**config.mk**
```make
export PLATFORM = sky130hd
export DESIGN_NAME = flit_rx_monitor
export DESIGN_NICKNAME = d
export VERILOG_FILES = /design/src/rtl/flit_pkg.sv /design/src/rtl/flit_rx_monitor_popcount.sv /design/src/rtl/flit_rx_monitor.sv
export SDC_FILE = /design/constraint.sdc
export NUM_CORES = 1
export LEC_CHECK = 0
export CORE_MARGIN = 2
export CORE_UTILIZATION = 40
export DETAILED_ROUTE_END_ITERATION = 10
export PLACE_DENSITY = 0.73
export RECOVER_POWER = 25
export SLEW_MARGIN = 0
export SYNTH_ARGS = -nofsm -noshare
export SYNTH_HDL_FRONTEND = slang
export SYNTH_SLANG_ARGS = --single-unit
```
**constraint.sdc**
```tcl
create_clock -name clk -period 5.97 [get_ports clk]
set_input_delay 1.194 -clock clk [delete_from_list [all_inputs] [get_ports clk]]
set_output_delay 1.194 -clock clk [all_outputs]
set_load 0.05 [all_outputs]
```
**src/rtl/flit_pkg.sv**
```systemverilog
// Shared definitions for the flit receive-side monitor: flit type encoding,
// default field widths and the type-field decode helper.
package flit_pkg;

    localparam int FLIT_TYPE_W = 2;
    localparam int FLIT_DATA_W = 64;
    localparam int FLIT_VCH_W  = 2;

    typedef enum logic [FLIT_TYPE_W-1:0] {
        FLIT_NONE = 2'd0,
        FLIT_HEAD = 2'd1,
        FLIT_DATA = 2'd2,
        FLIT_TAIL = 2'd3
    } flit_type_e;

    // Interpret the raw type field (the MSBs of a flit) as a flit type.
    function automatic flit_type_e flit_type_of(input logic [FLIT_TYPE_W-1:0] field);
        return flit_type_e'(field);
    endfunction

endpackage

```
**src/rtl/flit_rx_monitor_popcount.sv**
```systemverilog
// Combinational population count built as a balanced binary adder tree.
// The input is padded to the next power of two; node[] is stored heap-style
// (root at 0, children of k at 2k+1 and 2k+2, leaves at N-1 .. 2N-2).
module popcount #(
    parameter int WIDTH = 64
) (
    input  logic [WIDTH-1:0]       data,
    output logic [$clog2(WIDTH):0] count
);

    localparam int LEVELS = $clog2(WIDTH);
    localparam int N      = 1 << LEVELS;
    localparam int OUT_W  = LEVELS + 1;

    logic [OUT_W-1:0] node [0:2*N-2];

    // Leaves: one input bit each, zero for the padding positions.
    generate
        for (genvar gi = 0; gi < N; gi++) begin : g_leaf
            if (gi < WIDTH) begin : g_bit
                assign node[N-1+gi] = {{(OUT_W-1){1'b0}}, data[gi]};
            end else begin : g_pad
                assign node[N-1+gi] = '0;
            end
        end
    endgenerate

    // Internal nodes: sum of the two children; OUT_W bits cannot overflow.
    generate
        for (genvar gi = 0; gi < N-1; gi++) begin : g_node
            assign node[gi] = node[2*gi+1] + node[2*gi+2];
        end
    endgenerate

    assign count = node[0];

endmodule

```
**src/rtl/flit_rx_monitor.sv**
```systemverilog
// Receive-side flit stream monitor: checks HEAD/DATA/TAIL framing per packet
// and accumulates packet, flit, error and payload bit-toggle statistics.
// Purely observational; nothing is driven back into the network.
// Optional feature macro: FLIT_RX_TOGGLE_EN (toggle accumulator and popcount
// compiled in); when undefined, toggle_cnt is tied to zero.
module flit_rx_monitor
    import flit_pkg::*;
#(
    parameter int DATA_W  = FLIT_DATA_W,
    parameter int TYPE_W  = FLIT_TYPE_W,
    parameter int VCH_W   = FLIT_VCH_W,
    parameter int MAX_LEN = 64
) (
    input  logic                     clk,
    input  logic                     rst,
    input  logic [TYPE_W+DATA_W-1:0] idata,
    input  logic                     ivalid,
    input  logic [VCH_W-1:0]         ivch,
    input  logic                     clear,
    output logic [31:0]              pkt_cnt,
    output logic [31:0]              flit_cnt,
    output logic [15:0]              err_cnt,
    output logic [39:0]              toggle_cnt,
    output logic [15:0]              last_len,
    output logic                     busy,
    output logic                     err_pulse
);

    typedef enum logic {
        ST_IDLE = 1'b0,
        ST_BODY = 1'b1
    } state_e;

    state_e            state_reg, state_next;
    logic [VCH_W-1:0]  pkt_vch_reg, pkt_vch_next;
    logic [15:0]       len_reg, len_next;
    logic              err_det;
    logic              pkt_done;

    logic [31:0]       pkt_cnt_reg;
    logic [31:0]       flit_cnt_reg;
    logic [15:0]       err_cnt_reg;
    logic [15:0]       last_len_reg;
    logic              err_pulse_reg;

    flit_type_e        ftype;

    assign ftype = flit_type_of(FLIT_TYPE_W'(idata[TYPE_W+DATA_W-1:DATA_W]));

    // Packet state register; clear aborts any packet in progress.
    always_ff @(posedge clk or posedge rst) begin
        if (rst) begin
            state_reg   <= ST_IDLE;
            pkt_vch_reg <= '0;
            len_reg     <= '0;
        end else if (clear) begin
            state_reg   <= ST_IDLE;
            pkt_vch_reg <= '0;
            len_reg     <= '0;
        end else begin
            state_reg   <= state_next;
            pkt_vch_reg <= pkt_vch_next;
            len_reg     <= len_next;
        end
    end

    // Framing rules: next state, body length and error/completion detection.
    // Several error causes in one cycle collapse into a single err_det.
    always_comb begin
        state_next   = state_reg;
        pkt_vch_next = pkt_vch_reg;
        len_next     = len_reg;
        err_det      = 1'b0;
        pkt_done     = 1'b0;
        if (ivalid) begin
            unique case (state_reg)
                ST_IDLE: begin
                    if (ftype == FLIT_HEAD) begin
                        state_next   = ST_BODY;
                        pkt_vch_next = ivch;
                        len_next     = '0;
                    end else begin
                        err_det = 1'b1;
                    end
                end
                ST_BODY: begin
                    // Checked against the VC latched by the current packet,
                    // before any relatch by a stray HEAD.
                    if (ivch != pkt_vch_reg) begin
                        err_det = 1'b1;
                    end
                    unique case (ftype)
                        FLIT_DATA: begin
                            if (len_reg >= 16'(MAX_LEN)) begin
                                err_det    = 1'b1;
                                state_next = ST_IDLE;
                            end else begin
                                len_next = len_reg + 16'd1;
                            end
                        end
                        FLIT_TAIL: begin
                            pkt_done   = 1'b1;
                            state_next = ST_IDLE;
                        end
                        FLIT_HEAD: begin
                            err_det      = 1'b1;
                            pkt_vch_next = ivch;
                            len_next     = '0;
                        end
                        default: begin
                            err_det    = 1'b1;
                            state_next = ST_IDLE;
                        end
                    endcase
                end
                default: begin
                    state_next = ST_IDLE;
                end
            endcase
        end
    end

    // Saturating statistics counters and the per-error pulse.
    always_ff @(posedge clk or posedge rst) begin
        if (rst) begin
            pkt_cnt_reg   <= '0;
            flit_cnt_reg  <= '0;
            err_cnt_reg   <= '0;
            last_len_reg  <= '0;
            err_pulse_reg <= 1'b0;
        end else if (clear) begin
            pkt_cnt_reg   <= '0;
            flit_cnt_reg  <= '0;
            err_cnt_reg   <= '0;
            last_len_reg  <= '0;
            err_pulse_reg <= 1'b0;
        end else begin
            err_pulse_reg <= err_det;
            if (ivalid && (flit_cnt_reg != '1)) begin
                flit_cnt_reg <= flit_cnt_reg + 32'd1;
            end
            if (err_det && (err_cnt_reg != '1)) begin
                err_cnt_reg <= err_cnt_reg + 16'd1;
            end
            if (pkt_done) begin
                if (pkt_cnt_reg != '1) begin
                    pkt_cnt_reg <= pkt_cnt_reg + 32'd1;
                end
                last_len_reg <= len_reg;
            end
        end
    end

`ifdef FLIT_RX_TOGGLE_EN
    localparam int POP_W = $clog2(DATA_W) + 1;

    logic [DATA_W-1:0] prev_payload_reg;
    logic [DATA_W-1:0] payload_xor;
    logic [POP_W-1:0]  pop_val;
    logic [40:0]       toggle_sum;
    logic [39:0]       toggle_cnt_reg;

    assign payload_xor = idata[DATA_W-1:0] ^ prev_payload_reg;
    // Extra MSB catches the carry so the accumulator can clamp at all-ones.
    assign toggle_sum  = {1'b0, toggle_cnt_reg} + 41'(pop_val);

    popcount #(
        .WIDTH (DATA_W)
    ) u_popcount (
        .data  (payload_xor),
        .count (pop_val)
    );

    // Toggle accumulator; clear also forgets the previous payload so the
    // next flit is compared against zero, as after reset.
    always_ff @(posedge clk or posedge rst) begin
        if (rst) begin
            prev_payload_reg <= '0;
            toggle_cnt_reg   <= '0;
        end else if (clear) begin
            prev_payload_reg <= '0;
            toggle_cnt_reg   <= '0;
        end else if (ivalid) begin
            prev_payload_reg <= idata[DATA_W-1:0];
            toggle_cnt_reg   <= toggle_sum[40] ? '1 : toggle_sum[39:0];
        end
    end

    assign toggle_cnt = toggle_cnt_reg;
`else
    logic unused_payload;

    assign unused_payload = ^idata[DATA_W-1:0];
    assign toggle_cnt     = '0;
`endif

    assign pkt_cnt   = pkt_cnt_reg;
    assign flit_cnt  = flit_cnt_reg;
    assign err_cnt   = err_cnt_reg;
    assign last_len  = last_len_reg;
    assign busy      = (state_reg == ST_BODY);
    assign err_pulse = err_pulse_reg;

endmodule
```
==> results of run 1 <==
-- power breakdown --
group          leakage (nW)  switching (mW)  internal, mW
clock                 0.302           0.389         0.743
combinational          1.24           0.122        0.0234
sequential             1.62         0.00625         0.792
-- critical path, delay by kind of cell --
family	cells	cell delay, ns
buffers and inverters	3	3.16
-- cells in the final DEF, fill, tap and decap left out, drive strengths merged, types with 12 or more instances in the layout --
cell type,instances
a21oi,53
a22o,16
and4,12
clkbuf,17
clkdlybuf4s50,102
conb,40
dfrtp,116
inv,18
nand2,42
nand3,27
nand4,28
nor2,50
nor4,22
o21ai,32
o31ai,20
or3,27
or4,22
xnor2,28
-- metal layers --
metal	wire (µm)	share of wire	GRT usage
met5	0	0	0
met4	248	0.016	0.0609
met3	651	0.041	0.0452
met2	7490	0.47	0.279
met1	7390	0.47	0.252
-- metrics by stage --
step / cell area [µm²] / power (mW) / worst slack [ns] / util / hold slack (ns)
finish: 8350 / 2.08 / 2.04 / 0.509 / 0.506
global route: 8350 / 2.14 / 1.48 / 0.509 / 0.522
CTS: 8380 / 2.10 / 2.33 / 0.510 / 0.508
detailed placement: 7720 / 0.960 / 1.93 / 0.470 / 0.495
global placement: 7720 / 0.958 / 1.94 / 0.470 / 0.492
floorplan: 6800 / 0.948 / 1.70 / - / 0.510
-- cell type report --
| type | count | area, µm² | area share |
|---|---|---|---|
| Clock buffer | 17 | 425 | 0.0509 |
| Multi-Input combinational cell | 531 | 3350 | 0.401 |
| Inverter | 18 | 68.8 | 0.00824 |
| Clock inverter | 15 | 231 | 0.0277 |
| Sequential cell | 116 | 2900 | 0.348 |
| Timing Repair Buffer | 112 | 1100 | 0.132 |
| Tap cell | 220 | 275 | 0.0330 |
-- cell families (layout without fill, tap and decap cells) --
kind of cell,count (synthesis),after routing
buffers and inverters,95,162
AND/OR/NAND/NOR,281,281
flip-flops,116,116
multiplexers,4,4
other,1,40
XOR/XNOR,35,35
AO/OA/AOI/OAI,163,163
adder cells (fa/ha/maj),8,8
-- worst min-delay path by stage --
stage	start	end	cells after the start
after floorplan	len_reg[15]	last_len[15]	1
after global placement	last_len[15]	last_len[15]	1
after detailed placement	last_len[2]	last_len[2]	1
after CTS	last_len[15]	last_len[15]	1
after global routing	last_len[0]	last_len[0]	1
final	last_len[5]	last_len[5]	1
==> run metrics, run 1 <==
run status finished, violations left; failing checks max-capacitance violations, max-slew violations; Setup Skew ~0.006 ns; Critical-path top delay cell clkinvlp_2; share of layout cells above drive strength 1 0.100; worst vdd ir ~0.00018 V; Crit path largest cell delay ~1.9 ns; CTS tree built; Yosys reg bits 116; synth warn 0; pwr dens about 250 nW/µm²; Setup-failing EPs final 0; Post-Route WL 15,800 µm; post-synthesis adder-cell area fraction 0.0150; Max Root-Sink Buffers 2; post-synth cell types 68; post-CTS setup buffer count 0; Synth Area in Compound Gates 0.169; routability cong. between 0.8 and 0.9; Crit Path Category input port to async pin; fin cells approximately 1,000; global-route wire length before repair ~26,000 µm; netlist area before placement approximately 6700 µm²; Die W around 130 µm; number of diodes 0; Synth top area share 0.436; maxcap violations 1; crit-path cells dlygate4sd3_1 -> clkinvlp_2 -> buf_4; achievable clock frequency about 250 MHz; remaining antenna violation count 0; cts-stage hold buffer count 0; FF-to-FF End len_reg[13]; Hold Fails Final Rpt 0; minimum clock period just under 4 ns; largest family of logic cells by synthesized area simple AND/OR/NAND/NOR gates; top post-synthesis cells by count dfrtp_1 (116), nor2_1 (50), a21oi_1 (43); FP Rows 47; Post-Synth Simple-Gate Area 0.246; clk slew on worst S/H paths about 0.060 ns; critical-path maximum fanout 78; Syn-to-layout area delta 25.6%; H-tree depth 4; Chip Height 133 µm; clk_lat worst skew ~0.42 ns; Cells after Synth roughly 700; die footprint approximately 18,000 µm²; DRC 0; global route overflow 0; Resized Gates After CTS 0; CP endpoint flit_cnt[30]; Req. time, crit path ~6.5 ns; core area 16,400 µm²; drt first pass iters 5; crit path capture type async pin; CTS buffer count 17; R2R setup slack about 3 ns; Avg Cell Area, Syn 9.46 µm²; Root Driver clkbuf_16; I/O Buffers ~110; Cells after DPL between 900 and 1,000; Worst Setup SP rst; mean routed wirelength per cell 15.3 µm; Sink Count 116; largest net degree at the start of global routing 79; Post-Synth XOR/XNOR Area 0.0461; GRT Overall Usage 0.182; post-synthesis sequential area ratio 0.436; worst rel slew slack -1.30; first-iteration detailed-routing DRC count a little over 400; HP Class flip-flop to flip-flop; largest area contributor in the netlist dfrtp_1; DP Wirelength around 11,000 µm; part of the cycle the worst path needs 0.658; IO Pins 210; Filler Cell Count 1,486; via count around 5,700; Post-layout nets between 800 and 900; most common cell in the synthesized netlist dfrtp_1; initial antenna violation count 0; Async SR Flop Fraction 1.00; number of synthesized flops with an enable pin 0; top post-synthesis cells by area dfrtp_1 (44%), buf_4 (4.6%), xnor2_1 (3.7%), a21oi_1 (3.2%), nor2_1 (2.8%); vias in the first global route ~5,100; Worst Tran Pin Value between 3 and 4 ns; Main synth FF type dfrtp_1; TNS Setup 0 ns; mux cell area share after synthesis 0.00640; RR Startpoint len_reg[7]; worst-case reg-to-reg path depth 5; Initial Utilization 0.405; CP Data Arrival Time 4.45 ns; unrepaired setup endpoints after global routing false; Lkg Pwr about 3.2 nW; CP Launch Type input port; vias per std cell about 5.6; Final Max Tran Viols 79
Power figures use the tool's default switching activity.
==> run 2: changes to the inputs <==
==> constraint.sdc (replaced) <==
create_clock -name clk -period 3.85 [get_ports clk]
set_input_delay 0.77 -clock clk [delete_from_list [all_inputs] [get_ports clk]]
set_output_delay 0.77 -clock clk [all_outputs]
set_load 0.05 [all_outputs]
==> run metrics, run 2 (same netlist as run 1, synthesis figures left out) <==
pwr dens approximately 380 nW/µm²; Setup-failing EPs final 0; H-tree depth 4; Seq pwr share 0.390; switching pwr about 0.76 mW; Lkg Pwr ~3.2 nW; Sink Count around 120; most common cell after layout, fill and taps aside dfrtp_1; DRC 0; Initial Utilization 0.405; Sw Share 0.239; Area after DPL ~7800 µm²; Final Cell Area approximately 8400 µm²; maxcap violations 1; area used by multi-input combinational logic between 3000 and 4000 µm²; DP Wirelength 10,900 µm; minimum clock period between 3 and 4 ns; Hold Fails Final Rpt 0; share of layout cells above drive strength 1 0.109; drt first pass iters 5; met2 layer usage reported by global route 0.297; Crit Path Category input port to flip-flop; mean routed wirelength per cell 15.7 µm; run status finished, violations left; achievable clock frequency 308 MHz; Chip Height about 130 µm; Root Driver clkbuf_16; gr busiest metal met2; vias in the first global route 5,324; Max Root-Sink Buffers 2; worst rel slew slack -0.589; die footprint between 15,000 and 20,000 µm²; crit path capture type flip-flop; IO Pins 210; crit-path cells dlygate4sd3_1 -> clkbuf_1 -> a31oi_2 -> nor4_2 -> nand2_1 -> or4b_1 -> a21oi_1; Post-layout nets 885; GRT Overall Usage 0.186; M3 GR Usage 0.0487; remaining antenna violation count 0; Syn-to-layout area delta 26.7%; Buf/Inv on CP 2; CTS buffer count 17; RR Startpoint flit_cnt[17]; TNS Setup 0 ns; Final Max Tran Viols 50; FF+latch area ~2900 µm²; Worst Setup SP ivalid; Critical-path top delay cell dlygate4sd3_1; FP Rows 47; Worst Tran Pin Value about 2.4 ns; Filler Cell Count between 1,500 and 2,000; CTS tree built; hold endpoint last_len[0]; core area between 15,000 and 20,000 µm²; Crit path largest cell delay 0.77 ns; Comb pwr share 0.073; CP Launch Type input port; I/O Buffers around 110; cts-stage hold buffer count 0; Design Power between 3 and 4 mW; unrepaired setup endpoints after global routing false; Req. time, crit path between 4 and 5 ns; routability cong. just under 0.8; clk slew on worst S/H paths ~0.050 ns; critical-path maximum fanout 10; clock power share 0.537; FF-to-FF End flit_cnt[27]; first-iteration detailed-routing DRC count about 430; largest net degree at the start of global routing slightly below 70; clk_lat worst skew 0.42 ns; highest-count cells in the layout ignoring fill and taps dfrtp_1 (116), clkdlybuf4s50_1 (102), nor2_1 (50), a21oi_1 (43), nand2_1 (41); worst-case reg-to-reg path depth 6; post-CTS setup buffer count 0; Hold Path Origin last_len[0]; R2R setup slack 1.00 ns; part of the cycle the worst path needs 0.843; global route overflow 0; worst vdd ir 0.000294 V; met1 Resource Use GR 0.249; failing checks max-capacitance violations, max-slew violations; Post-Route WL about 16,000 µm; vias per std cell 5.55; Resized Gates After CTS 0; CP delay by family, top simple AND/OR/NAND/NOR gates; Die W between 100 and 150 µm; CP Data Arrival Time roughly 3.6 ns; number of diodes 0; HP Class flip-flop to flip-flop; initial antenna violation count 0; Hold Crit Depth 1; Internal Power 2.41 mW; global-route wire length before repair about 27,000 µm; via count 5,760; Setup Skew roughly 0.011 ns
run 2: per-layer routing:
metal	wire length [µm]	part of all wire
met5	0	0
met4	160	0.0098
met3	757	0.047
met2	7840	0.48
met1	7510	0.46
run 2: how the worst max path moves through the flow:
stage                             end  cells past startpoint
after global placement    pkt_cnt[31]                      7
after CTS                 pkt_cnt[31]                      7
after floorplan                  busy                      1
after global routing      pkt_cnt[31]                      7
after detailed placement  pkt_cnt[31]                      7
final                     pkt_cnt[31]                      7
run 2: power by group through the flow:
| stage | Clock, mW | Combinational (mW) | Sequential (mW) |
|---|---|---|---|
| after global routing | 1.79 | 0.250 | 1.24 |
| after CTS | 1.73 | 0.235 | 1.24 |
| after global placement | 0 | 0.233 | 1.26 |
| after detailed placement | 0 | 0.234 | 1.26 |
| after floorplan | 0 | 0.191 | 1.28 |
| final | 1.70 | 0.232 | 1.24 |
run 2: area by class of cell:
class	instances	area share
Clock buffer	22	0.0575
Clock inverter	9	0.0178
Inverter	18	0.00817
Multi-Input combinational cell	531	0.400
Sequential cell	116	0.344
Tap cell	220	0.0327
Timing Repair Buffer	121	0.140
run 2: worst reg2reg max path: stages, from the launching register on:
cell and delay, ns:
dfrtp_1 0.46, nand4_2 0.23, or4_4 0.70, o41ai_2 0.87, buf_4 0.29, or4_2 0.13
a21oi_2 0.04
run 2: stage by stage:
stage,setup slack [ns],std cells,util,hold slack [ns]
finish,0.605,1037,0.514,0.504
global route,0.418,1037,0.514,0.521
CTS,0.909,1037,0.514,0.508
detailed placement,0.496,1006,0.475,0.496
global placement,0.515,1006,0.475,0.492
floorplan,0.00759,742,-,0.510
